$ cat config.mk
export PLATFORM = sky130hd
export DESIGN_NAME = shape_cmd_scheduler
export DESIGN_NICKNAME = d
export VERILOG_FILES = /design/src/rtl/shape_cmd_scheduler.sv
export SDC_FILE = /design/constraint.sdc
export NUM_CORES = 1
export LEC_CHECK = 0
export ABC_AREA = 1
export BUFFER_PORTS_ARGS = -buffer_cell sky130_fd_sc_hd__buf_2
export CORE_ASPECT_RATIO = 0.5
export CORE_UTILIZATION = 38
export CTS_BUF_LIST = sky130_fd_sc_hd__clkbuf_8
export DETAILED_ROUTE_END_ITERATION = 6
export GPL_TIMING_DRIVEN = 0
export PLACE_DENSITY_LB_ADDON = 0.15
export SYNTH_ARGS = -nofsm -noshare
export SYNTH_HDL_FRONTEND = slang
export SYNTH_SLANG_ARGS = --single-unit
$ cat constraint.sdc
create_clock -name clk -period 13.24 [get_ports clk]
set_clock_uncertainty 0.2 [all_clocks]
set_input_delay 1.324 -clock clk [delete_from_list [all_inputs] [get_ports clk]]
set_output_delay 1.324 -clock clk [all_outputs]
set_load 0.03 [all_outputs]
$ cat src/rtl/shape_cmd_scheduler.sv
// shape_cmd_scheduler: FIFO-buffered shape opcode dispatcher with completion watchdog and flush
module shape_cmd_scheduler #(
  parameter int DEPTH = 4,
  parameter int TIMEOUT = 4095
) (
  input  logic                     clk,
  input  logic                     n_reset,
  input  logic                     cmd_valid,
  input  logic [95:0]              cmd_data,
  output logic                     cmd_ready,
  output logic [95:0]              full_opcode,
  output logic                     new_shape,
  input  logic                     shape_done,
  input  logic                     flush,
  input  logic                     err_clr,
  output logic                     timeout_err,
  output logic                     busy,
  output logic [$clog2(DEPTH):0]   count
);
  localparam int AW = $clog2(DEPTH);
  localparam int CW = AW + 1;
  localparam int TW = $clog2(TIMEOUT + 1);
  localparam logic [CW-1:0] FULL_CNT = DEPTH[CW-1:0];
  localparam logic [TW-1:0] TMAX = TIMEOUT[TW-1:0];
  typedef enum logic [1:0] {IDLE, ISSUE, WAIT} state_t;
  state_t state, state_nxt;
  logic [95:0] mem [DEPTH];
  logic [AW-1:0] wr_ptr, rd_ptr;
  logic [TW-1:0] timer;
  logic full, empty, push, pop, expire;
  assign full = count == FULL_CNT;
  assign empty = count == '0;
  assign cmd_ready = !full && !flush;
  assign push = cmd_valid && cmd_ready;
  assign pop = state == IDLE && !empty && !flush;
  assign expire = state == WAIT && !shape_done && timer == TMAX;
  assign new_shape = state == ISSUE;
  assign busy = state != IDLE || !empty;
  always_comb
    state_nxt = pop ? ISSUE :
                state == ISSUE ? WAIT :
                (state == WAIT && (shape_done || timer == TMAX)) ? IDLE : state;
  always_ff @(posedge clk or negedge n_reset)
    if (!n_reset) begin
      state <= IDLE;
      wr_ptr <= '0;
      rd_ptr <= '0;
      count <= '0;
      full_opcode <= '0;
      timer <= '0;
      timeout_err <= 1'b0;
    end else begin
      state <= state_nxt;
      wr_ptr <= flush ? '0 : wr_ptr + AW'(push);
      rd_ptr <= flush ? '0 : rd_ptr + AW'(pop);
      count <= flush ? '0 : count + CW'(push) - CW'(pop);
      full_opcode <= pop ? mem[rd_ptr] : full_opcode;
      timer <= state == ISSUE ? '0 : (state == WAIT && timer != TMAX) ? timer + TW'(1) : timer;
      timeout_err <= expire || (timeout_err && !err_clr);
    end
  always_ff @(posedge clk)
    if (push) mem[wr_ptr] <= cmd_data;
endmodule

==> flow_results.org <==
** Final layout
- Excluding fillers, the count of instances in the completed layout stands at roughly 2500.
- Final Util :: 46.53%
- Final-layout fill cell count :: 4493
- Of the cells placed in the final design, the portion with a size suffix greater than 1 is 21.92%.
- Compared with the post-synthesis result, the final layout area differs by 19.48%.
- Number of nets in the layout :: 1913

** STA
- For the finished layout, the period the worst path requires is approximately 3.3 ns.
- Setup repair after global routing left no endpoint under its margin.
- Max-slew violation count :: 0
- # setup viols final :: 0
- After layout, the worst setup slack is 9.893 ns.
- Max-slew headroom at the worst pin :: between 40% and 50%
- Final-report hold violation count :: 0
- Worst Max-Slew Pin Slew :: 0.8286 ns
- Minimum hold slack :: 0.2717 ns
- Highest achievable clock rate :: between 200 and 300 MHz
- The worst path uses 25.28% of the clock period.

** Pwr
- Net switching power :: 0.6734 mW
- The worst-case IR drop observed on VDD is about 0.054 mV.
- Sw frac :: 22.17%
- Fraction of power consumed by combinational cells :: 3.1%
- Power spread over the standard cell area amounts to 132.8 mW/mm^2.
- The internal power of the cells totals roughly 2.4 mW.
- Of the total power, registers draw 57.3%.
- The analysis attributes to cell leakage a power of 9.442 nW.
- The share of total power dissipated in the clock network is 39.6%.

** Synth
- After synthesis, the netlist uses 31 different library cells.
- In the synthesized netlist the async set-or-reset flop fraction comes to 23.51%.
- Syn avg cell area :: 12.82 sq um
- The mapped netlist covers 0.01914 sq mm.
- The top cell type by area accounts for 60.25% of the synthesized area.
- Of the synthesized area, sequential elements account for 75.68%.
- For this run, the number of Yosys warnings is 0.
- Of all cell types, the one taking the most synthesized area is edfxtp_1.
- In this run, synthesis produced a sequential element count of ~500.
- Ranked by instance count, the synthesized netlist is headed by 384 x edfxtp_1, 317 x nand2_1, 213 x nor2_1.
- Leading cell type by number of instances after synthesis :: edfxtp_1
- Synth top area cells :: edfxtp_1 60%, dfrtp_1 15%, nand2_1 6.2%
- Syn nets :: 1601
- Synthesized instance count :: 1493
- Ys flop type :: edfxtp_1
- Number of synthesized flops with an enable pin :: 384

** Placed design
- Buffers placed on the I/O ports in this run total 203.
- Pre-CTS worst setup slack :: slightly above 9 ns
- Post-detailed-placement half-perimeter wirelength :: 30680 microns
- The number of placed instances, taps included, is around 2400.
- Routability-driven placement finished with a final weighted congestion of 0.7316.

** Detailed routing
- Via Count :: 12185
- Routed wire per std cell :: 19.01 microns
- After detailed routing, the number of remaining DRC violations is 0.
- Number of detailed-route iterations in the first pass :: 5
- Drt via density :: slightly below 5
- Post-detailed-route count of antenna-violating nets :: 0
- Wires add up to 47820 microns.
- The detailed router finished its first iteration with 811 violations.

** Hold path
- In this run the worst hold path is classified as reg -> reg.
- Along the worst hold path, the cell count comes to 2.

** CTS
- The H-tree was split into 3 levels.
- In this run the clock root is driven by a clkbuf_8.
- Post-CTS Setup Bufs :: 0
- Worst-skew pair later-pin latency :: 0.63 ns
- Number of CTS-inserted buffers :: 75
- Post-CTS clock slew at the launch and capture registers of the worst setup and hold paths :: 0.06 ns
- Deepest clock path buffer count :: 3
- Post_cts resized :: 0
- The clock drives ~500 sinks.
- # hold bufs at CTS :: 0
- TritonCTS built the clock tree.

** Global route
- The initial antenna violation count came to 3.
- The first global-routing pass estimated approximately 72000 microns of wire.
- Entering global routing, the biggest net connects 84 pins.
- Vias in the first global route :: approximately 12000
- For this run, the total global-route usage over all layers was measured as 18.64%.
- Global route total overflow :: 0

** Setup path
- Element type at the critical path end :: output pin
- Number of cells on the worst reg-to-reg path :: 12
- In this run the worst path has a maximum fanout of 8.
- The critical path is of the in -> out type.
- Required time of the critical path :: 11.72 ns
- STA classifies the critical path startpoint as an input port.
- Data arrival time of the critical path :: approximately 1.8 ns

** Floorplanning
- The floorplan step defined a core boundary enclosing approximately 0.049 sq mm.
- Initial core utilization :: 38.95%
- Io pins :: about 210
- Die H :: 160.7 microns
- Site row count :: between 50 and 60
- The die is 319.4 microns wide.
- The floorplan step defined a die boundary enclosing around 0.051 sq mm.

** Status
- The run finished with clean final reports.

** Run
- Max cap viols :: 0
[stage by stage]
stage | setup TNS [ns] | instance area, sq um | power, mW
after global placement | -345.17 | 20970 | 1.868
after global routing | 0 | 22860 | 3.152
after detailed placement | 0 | 21460 | 1.869
after CTS | 0 | 22860 | 3.071
final | 0 | 22870 | 3.037
after floorplan | 0 | 19140 | 1.812
[placed cells by master, fill, tap and decap left out, types with 3 or more instances in the layout]
cell type  instances
buf_1              4
buf_12             6
buf_2            227
buf_4             11
buf_6             39
buf_8              5
clkbuf_1          25
clkbuf_8          83
clkinv_1          12
clkinv_2           6
dfrtp_1          118
edfxtp_1         384
ha_1               5
inv_1             55
inv_2              9
nand2_1          317
nand3_1           15
nand4_1            5
nor2_1           211
nor2_4             4
o21ai_0          111
o21ai_1           88
o21ai_2            3
o22ai_1           97
xnor2_1            3
xor2_1             3
[final timing paths]
check,start,end,slack (ns)
hold reg to reg,full_opcode[52],full_opcode[52],0.27
setup reg to reg,count[1],count[2],10.16
setup / recovery,flush,cmd_ready,9.89
min in group asynchronous,n_reset,full_opcode[23],0.39
hold / removal,full_opcode[52],full_opcode[52],0.27
max in group asynchronous,n_reset,full_opcode[68],11.60
[state kept, by name, summed over array words and instances, names as in the netlist]
signal	count
mem	384
full_opcode	96
timer	12
count	3
wr_ptr	2
state	2
timeout_err	1
rd_ptr	2
[power groups by stage]
stage / logic [mW] / registers, mW / clock network, mW
floorplan: 0.0317 / 1.78 / 0
global placement: 0.0820 / 1.79 / 0
detailed placement: 0.0968 / 1.77 / 0
CTS: 0.0971 / 1.74 / 1.23
global route: 0.105 / 1.74 / 1.31
finish: 0.0949 / 1.74 / 1.20
[layer usage]
layer / GRT usage (%) / vias up / part of all wire (%)
met2: 31.35 / 203 / 50
met1: 24.65 / 5990 / 45
met5: 0 / - / 0.054
met3: 4.023 / 69 / 4.1
met4: 4.677 / 4 / 1.7
li1: - / 5919 / -
[critical path, stage by stage]
cell and delay, ns:
buf_6 0.12, a21oi_1 0.15, buf_2 0.22
[final cells by class]
class                   instances  area [sq um]  area share, %
flip-flops and latches        502         14480          63.34
multi-input cells             875          4028          17.61
repair buffers                235          1486          6.501
clock buffers                  83          1142          4.996
well taps                     649         812.0          3.551
plain buffers                  84         530.5          2.320
clock inverters                55         260.3          1.138
inverters                      32         120.1         0.5253
diodes                          1         2.502        0.01094
[kinds of logic after synthesis]
kind of cell,count (synthesis),synth area share (%)
AO/OA/AOI/OAI,302,8.630
XOR/XNOR,6,0.2746
adder cells (fa/ha/maj),6,0.4315
buffers and inverters,116,3.400
flip-flops,502,75.68
AND/OR/NAND/NOR,561,11.58
No activity file was read; power rests on OpenSTA's default activity.
